`src/rtl/sd_spi_bus_arbiter_if.sv`:
```
// rtl/sd_spi_bus_arbiter_if.sv - requester/pad bundle for the SD SPI bus arbiter
interface sd_spi_bus_arbiter_if #(
    parameter int N_REQ = 2
);
    localparam int OW = $clog2(N_REQ);

    logic [N_REQ-1:0] req;
    logic [N_REQ-1:0] gnt;
    logic [N_REQ-1:0] cs_i;
    logic [N_REQ-1:0] sclk_i;
    logic [N_REQ-1:0] mosi_i;
    logic             cs;
    logic             sclk;
    logic             mosi;
    logic [OW-1:0]    owner;
    logic             busy;
    logic             timeout_err;

    // requester side: raises req and drives its own SPI pins
    modport master (
        output req, cs_i, sclk_i, mosi_i,
        input  gnt, cs, sclk, mosi, owner, busy, timeout_err
    );

    // arbiter side: grants and drives the shared SD pads
    modport slave (
        input  req, cs_i, sclk_i, mosi_i,
        output gnt, cs, sclk, mosi, owner, busy, timeout_err
    );
endinterface

```
`src/rtl/sd_spi_bus_arbiter.sv`:
```
// rtl/sd_spi_bus_arbiter.sv - round-robin SD SPI bus arbiter with guard gap (optional ARB_TIMEOUT_EN watchdog)
module sd_spi_bus_arbiter #(
    parameter int          N_REQ        = 2,
    parameter int          GUARD_CYCLES = 8,
    parameter int unsigned TIMEOUT_CYC  = 2**24
) (
    input logic                 clk,
    input logic                 rst,
    sd_spi_bus_arbiter_if.slave bus
);
    localparam int OW = $clog2(N_REQ);
    localparam int GW = (GUARD_CYCLES > 1) ? $clog2(GUARD_CYCLES) : 1;

    localparam logic [1:0] S_IDLE  = 2'd0;
    localparam logic [1:0] S_GRANT = 2'd1;
    localparam logic [1:0] S_GUARD = 2'd2;
    // with no guard gap a released bus goes straight back to arbitration
    localparam logic [1:0] S_AFTER = (GUARD_CYCLES == 0) ? S_IDLE : S_GUARD;

`ifdef ARB_TIMEOUT_EN
    localparam bit TO_EN = 1'b1;
`else
    localparam bit TO_EN = 1'b0;
`endif

    logic [1:0]       state;
    logic [GW-1:0]    guard_cnt;
    logic [31:0]      to_cnt;
    logic [N_REQ-1:0] blocked;
    logic [N_REQ-1:0] eligible;
    logic [OW-1:0]    winner;
    logic             release_now;
    logic             timeout_hit;

    // a requester revoked by the watchdog stays out until it drops req
    always_comb eligible = bus.req & ~blocked;

    // round-robin pick: first eligible bit from owner+1 upward, wrapping
    always_comb begin
        int idx;
        idx    = 0;
        winner = '0;
        for (int i = N_REQ; i >= 1; i--) begin
            idx = int'(bus.owner) + i;
            if (idx >= N_REQ) idx = idx - N_REQ;
            if (eligible[OW'(idx)]) winner = OW'(idx);
        end
    end

    // owner lets go only when it has dropped req and its transaction is closed
    always_comb begin
        release_now = !bus.req[bus.owner] && bus.cs_i[bus.owner];
        timeout_hit = TO_EN && (to_cnt == TIMEOUT_CYC - 32'd1);
    end

    assign bus.busy = (state != S_IDLE);

    // arbitration FSM, registered grant and registered pad mux
    always_ff @(posedge clk or posedge rst) begin
        if (rst) begin
            state           <= S_IDLE;
            bus.gnt         <= '0;
            bus.cs          <= 1'b1;
            bus.sclk        <= 1'b0;
            bus.mosi        <= 1'b1;
            bus.owner       <= OW'(N_REQ - 1);
            bus.timeout_err <= 1'b0;
            guard_cnt       <= '0;
            to_cnt          <= '0;
            blocked         <= '0;
        end else begin
            bus.cs   <= 1'b1;
            bus.sclk <= 1'b0;
            bus.mosi <= 1'b1;
            if (TO_EN) blocked <= blocked & bus.req;
            case (state)
                S_IDLE: begin
                    if (|eligible) begin
                        bus.gnt         <= '0;
                        bus.gnt[winner] <= 1'b1;
                        bus.owner       <= winner;
                        to_cnt          <= '0;
                        state           <= S_GRANT;
                    end
                end
                S_GRANT: begin
                    if (timeout_hit) begin
                        bus.gnt            <= '0;
                        bus.timeout_err    <= 1'b1;
                        blocked[bus.owner] <= 1'b1;
                        guard_cnt          <= '0;
                        state              <= S_AFTER;
                    end else if (release_now) begin
                        bus.gnt   <= '0;
                        guard_cnt <= '0;
                        state     <= S_AFTER;
                    end else begin
                        bus.cs   <= bus.cs_i[bus.owner];
                        bus.sclk <= bus.sclk_i[bus.owner];
                        bus.mosi <= bus.mosi_i[bus.owner];
                        if (TO_EN) to_cnt <= to_cnt + 32'd1;
                    end
                end
                S_GUARD: begin
                    if (guard_cnt == GW'(GUARD_CYCLES - 1)) state <= S_IDLE;
                    else guard_cnt <= guard_cnt + 1'b1;
                end
                default: state <= S_IDLE;
            endcase
        end
    end
endmodule

```
`src/flat_wrapper.sv`:
```
// flat-port wrapper written by rule: the top's interface ports become plain ports
module sd_spi_bus_arbiter_flat 
#(
    parameter int          N_REQ        = 2,
    parameter int          GUARD_CYCLES = 8,
    parameter int unsigned TIMEOUT_CYC  = 2**24
)
  (clk, rst, bus_req, bus_cs_i, bus_sclk_i, bus_mosi_i, bus_gnt, bus_cs, bus_sclk, bus_mosi, bus_owner, bus_busy, bus_timeout_err);
  sd_spi_bus_arbiter_if #(.N_REQ(N_REQ)) bus_i ();
  input logic clk;
  input logic rst;
  input wire logic [$bits(bus_i.req)-1:0] bus_req;
  input wire logic [$bits(bus_i.cs_i)-1:0] bus_cs_i;
  input wire logic [$bits(bus_i.sclk_i)-1:0] bus_sclk_i;
  input wire logic [$bits(bus_i.mosi_i)-1:0] bus_mosi_i;
  output wire logic [$bits(bus_i.gnt)-1:0] bus_gnt;
  output wire logic [$bits(bus_i.cs)-1:0] bus_cs;
  output wire logic [$bits(bus_i.sclk)-1:0] bus_sclk;
  output wire logic [$bits(bus_i.mosi)-1:0] bus_mosi;
  output wire logic [$bits(bus_i.owner)-1:0] bus_owner;
  output wire logic [$bits(bus_i.busy)-1:0] bus_busy;
  output wire logic [$bits(bus_i.timeout_err)-1:0] bus_timeout_err;
  assign bus_i.req = bus_req;
  assign bus_i.cs_i = bus_cs_i;
  assign bus_i.sclk_i = bus_sclk_i;
  assign bus_i.mosi_i = bus_mosi_i;
  assign bus_gnt = bus_i.gnt;
  assign bus_cs = bus_i.cs;
  assign bus_sclk = bus_i.sclk;
  assign bus_mosi = bus_i.mosi;
  assign bus_owner = bus_i.owner;
  assign bus_busy = bus_i.busy;
  assign bus_timeout_err = bus_i.timeout_err;
  sd_spi_bus_arbiter #(.N_REQ(N_REQ), .GUARD_CYCLES(GUARD_CYCLES), .TIMEOUT_CYC(TIMEOUT_CYC)) u_core (.clk(clk), .rst(rst), .bus(bus_i));
endmodule
```
`config.mk`:
```
export PLATFORM = sky130hd
export DESIGN_NAME = sd_spi_bus_arbiter_flat
export DESIGN_NICKNAME = d
export VERILOG_FILES = /design/src/rtl/sd_spi_bus_arbiter_if.sv /design/src/rtl/sd_spi_bus_arbiter.sv /design/src/flat_wrapper.sv
export SDC_FILE = /design/constraint.sdc
export NUM_CORES = 1
export LEC_CHECK = 0
export BUFFER_PORTS_ARGS = -buffer_cell sky130_fd_sc_hd__buf_2
export CAP_MARGIN = 20
export CORE_MARGIN = 4
export CORE_UTILIZATION = 45
export CTS_CLUSTER_SIZE = 25
export DETAILED_ROUTE_END_ITERATION = 7
export GPL_TIMING_DRIVEN = 0
export PLACE_DENSITY = 0.78
export SKIP_CTS_REPAIR_TIMING = 1
export SYNTH_ARGS = -nofsm -noshare
export SYNTH_HDL_FRONTEND = slang
export SYNTH_SLANG_ARGS = --single-unit
```
`constraint.sdc`:
```
create_clock -name clk -period 2.7 [get_ports clk]
set_input_delay 0.405 -clock clk [delete_from_list [all_inputs] [get_ports clk]]
set_output_delay 0.405 -clock clk [all_outputs]
set_load 0.05 [all_outputs]
```
==> impl_metrics.csv <==
group,metric,value,unit
outcome,status,"completed",
sta,setup_viol,0,
finish,num_antenna_cells,0,
detailed_routing,wl_per_cell,12.99,µm
power,p_comb_frac,0.585,
worst_setup_path,path_class,"reg -> out",
worst_setup_path,required,2.30,ns
worst_setup_path,r2r_end,"u_core.state[1]",
finish,instances_no_fill,93,
power,sw_frac_of_total,0.4875,
finish,fillerInstances,122,
detailed_routing,dr.pass1.iters,4,
floorplan,initial_utilization,0.4824,
job,cap_viol_max_count,0,
sta,fmax,0.5600,GHz
finish,area_growth,19.69,%
detailed_routing,drcViolationCount,0,
placement,dp_slack,1.087,ns
power,clock_power_share,0.125,
sta,finalHoldViolCount,0,
yosys,synth_cell_types,26,
cts,cts.sinks,11,
placement,post-place-cells,89,
yosys,syn_avg_cell_area,10.96,µm²
sta,drv_slew,0,
power,peakVddDrop,493.1,µV
worst_setup_path,start_kind,"flip-flop",
worst_setup_path,rr_startpoint,"u_core.guard_cnt[0]",
floorplan,rows,13,
finish,layout_common_cells,"buf_2 (16), dfrtp_1 (8), ha_1 (6)",
finish,finalNetCount,95,
power,finalPower,0.9306,mW
yosys,synthCells,58,
cts,cts_made_buffers,3,
floorplan,die_x,45.58,µm
yosys,netlist_area,635.6,µm²
finish,seqCellArea,279.0,µm²
cts,ctsHtreeMaxLevel,1,
power,p_leak,0.3893,nW
power,power_density,1223,mW/mm²
worst_setup_path,startpoint,"u_core.state[0]",
worst_setup_path,crit_end,"bus_busy",
sta,layout_setup_ws,0.9142,ns
global_route,grt_pass1_wl,2035,µm
placement,gp_congestion,0.6831,
cts,clk_path_buf_depth,2,
finish,drive_above_1_share,0.3590,
worst_setup_path,cp-end-kind,"output pin",
finish,final_common_cell,"buf_2",
floorplan,core,0.001318,mm²
detailed_routing,wl,1208,µm
power,p_int,0.4770,mW
yosys,synth_seq_cells,11,
detailed_routing,final_antenna_net_count,0,
global_route,grt_max_degree,12,
worst_setup_path,critPathArrivalTime,1.38,ns
worst_setup_path,r2r_slack,1.03,ns
floorplan,die_y,45.58,µm
floorplan,ios,18,
sta,tns,0,ns
detailed_routing,dr_total_vias,468,
finish,final_util,0.5774,
yosys,yosysSeqAreaShare,0.4390,
hold_path,hp-class,"in -> async",
power,p_seq_frac,0.290,
sta,rsz0062_at_grt,"false",
yosys,synth-warning-count,0,
finish,multi_input_area,319.1,µm²
sta,fin_worst_skew,0.0008898,ns
worst_setup_path,cp_max_fo,6,
cts,root_buffer,"clkbuf_4",
placement,port_buffers,16,
detailed_routing,drt_first_iter_violations,13,
global_route,grt_pass1_vias,457,
sta,min_period,1.786,ns
worst_setup_path,worstRegToRegCells,6,
yosys,syn-num-nets,74,
global_route,grt_usage,0.1382,
cts,path_clk_slew,0.07,ns
cts,cts_tree,"built",
global_route,antenna_found_initial,0,
detailed_routing,viasPerCell,5.032,
power,netSwitchingPower,0.4537,mW
global_route,grt_overflow,0,
sta,final.period_utilization,0.6614,
floorplan,dieArea,0.002078,mm²
placement,dp_hpwl,924.6,µm
cts,insertion_delay,0.27,ns
[routing by layer]
metal | vias to the layer above | track usage | wire length [µm]
li1 | 243 | - | -
met1 | 207 | 0.1723 | 543
met2 | 14 | 0.2173 | 558
met3 | 4 | 0.03557 | 84
met4 | 0 | 0.07018 | 21
met5 | - | 0 | 0
[state kept, by name, summed over array words and instances (netlist names)]
register and flops:
u_core.guard_cnt 3, u_core.bus.gnt 2, u_core.state 2, u_core.bus.cs 1, u_core.bus.mosi 1, u_core.bus.owner 1
u_core.bus.sclk 1
[through the flow]
stage | hold slack, ns | cell area, µm²
after global routing | 0.1426 | 760.7
after global placement | 0.4102 | 734.5
after detailed placement | 0.4145 | 734.5
after CTS | 0.1225 | 760.7
final | 0.1094 | 760.7
after floorplan | 0.2553 | 635.6
[power groups by stage]
stage / Sequential, mW / Clock [mW] / Combinational (mW)
after global placement: 0.270 / 0 / 0.532
final: 0.270 / 0.116 / 0.545
after global routing: 0.276 / 0.125 / 0.598
after CTS: 0.270 / 0.118 / 0.548
after detailed placement: 0.273 / 0 / 0.543
after floorplan: 0.395 / 0 / 0.317
[kinds of logic (layout without fill, tap and decap cells)]
family / after synthesis / after routing / share of synthesized area
other cells: 1 / 1 / 0.005900
fa+ha+maj: 6 / 6 / 0.1181
compound gates: 15 / 15 / 0.1949
mux: 3 / 3 / 0.05708
flops: 11 / 11 / 0.4390
simple gates: 15 / 15 / 0.1260
buf+inv: 7 / 27 / 0.05906
[worst min path at each step]
stage / startpoint / to
after floorplan: rst / u_core.bus.gnt[0]
after global placement: rst / u_core.guard_cnt[0]
after detailed placement: rst / u_core.bus.sclk
after CTS: rst / u_core.bus.gnt[1]
after global routing: rst / u_core.bus.gnt[1]
final: rst / u_core.bus.sclk
[cells in the mapped netlist]
cell / number / area [µm²]
o211ai_1: 1 / 7.510
nand2_1: 2 / 7.510
o21ai_0: 2 / 10.01
mux2i_1: 1 / 10.01
conb_1: 1 / 3.750
nand3_2: 1 / 10.01
a22o_1: 3 / 26.28
and3_1: 1 / 6.260
o311ai_4: 1 / 26.28
dfrtp_1: 8 / 200.2
o2bb2ai_1: 2 / 17.52
nand2_2: 1 / 6.260
a22oi_1: 1 / 7.510
nor2_1: 5 / 18.77
mux2_4: 1 / 15.01
buf_6: 1 / 11.26
a211o_1: 1 / 8.760
ha_1: 6 / 75.07
nor2b_1: 3 / 18.77
mux2_1: 1 / 11.26
inv_1: 5 / 18.77
nor3_1: 1 / 5.000
dfstp_2: 3 / 78.83
nand3b_1: 1 / 7.510
a21oi_1: 4 / 20.02
buf_4: 1 / 7.510
[cell type report]
cell class / count / share of cell area
Multi-Input combinational cell: 40 / 0.4194
Sequential cell: 11 / 0.3668
Timing Repair Buffer: 16 / 0.1053
Clock buffer: 4 / 0.03454
Buffer: 2 / 0.02467
Inverter: 5 / 0.02467
Tap cell: 15 / 0.02467
[critical path, cell delays in order, from the launching register on]
cell and delay, ns:
dfrtp_1 0.39, inv_1 0.08, ha_1 0.26, inv_1 0.11, buf_2 0.27
(Power assumes the default switching activity.)
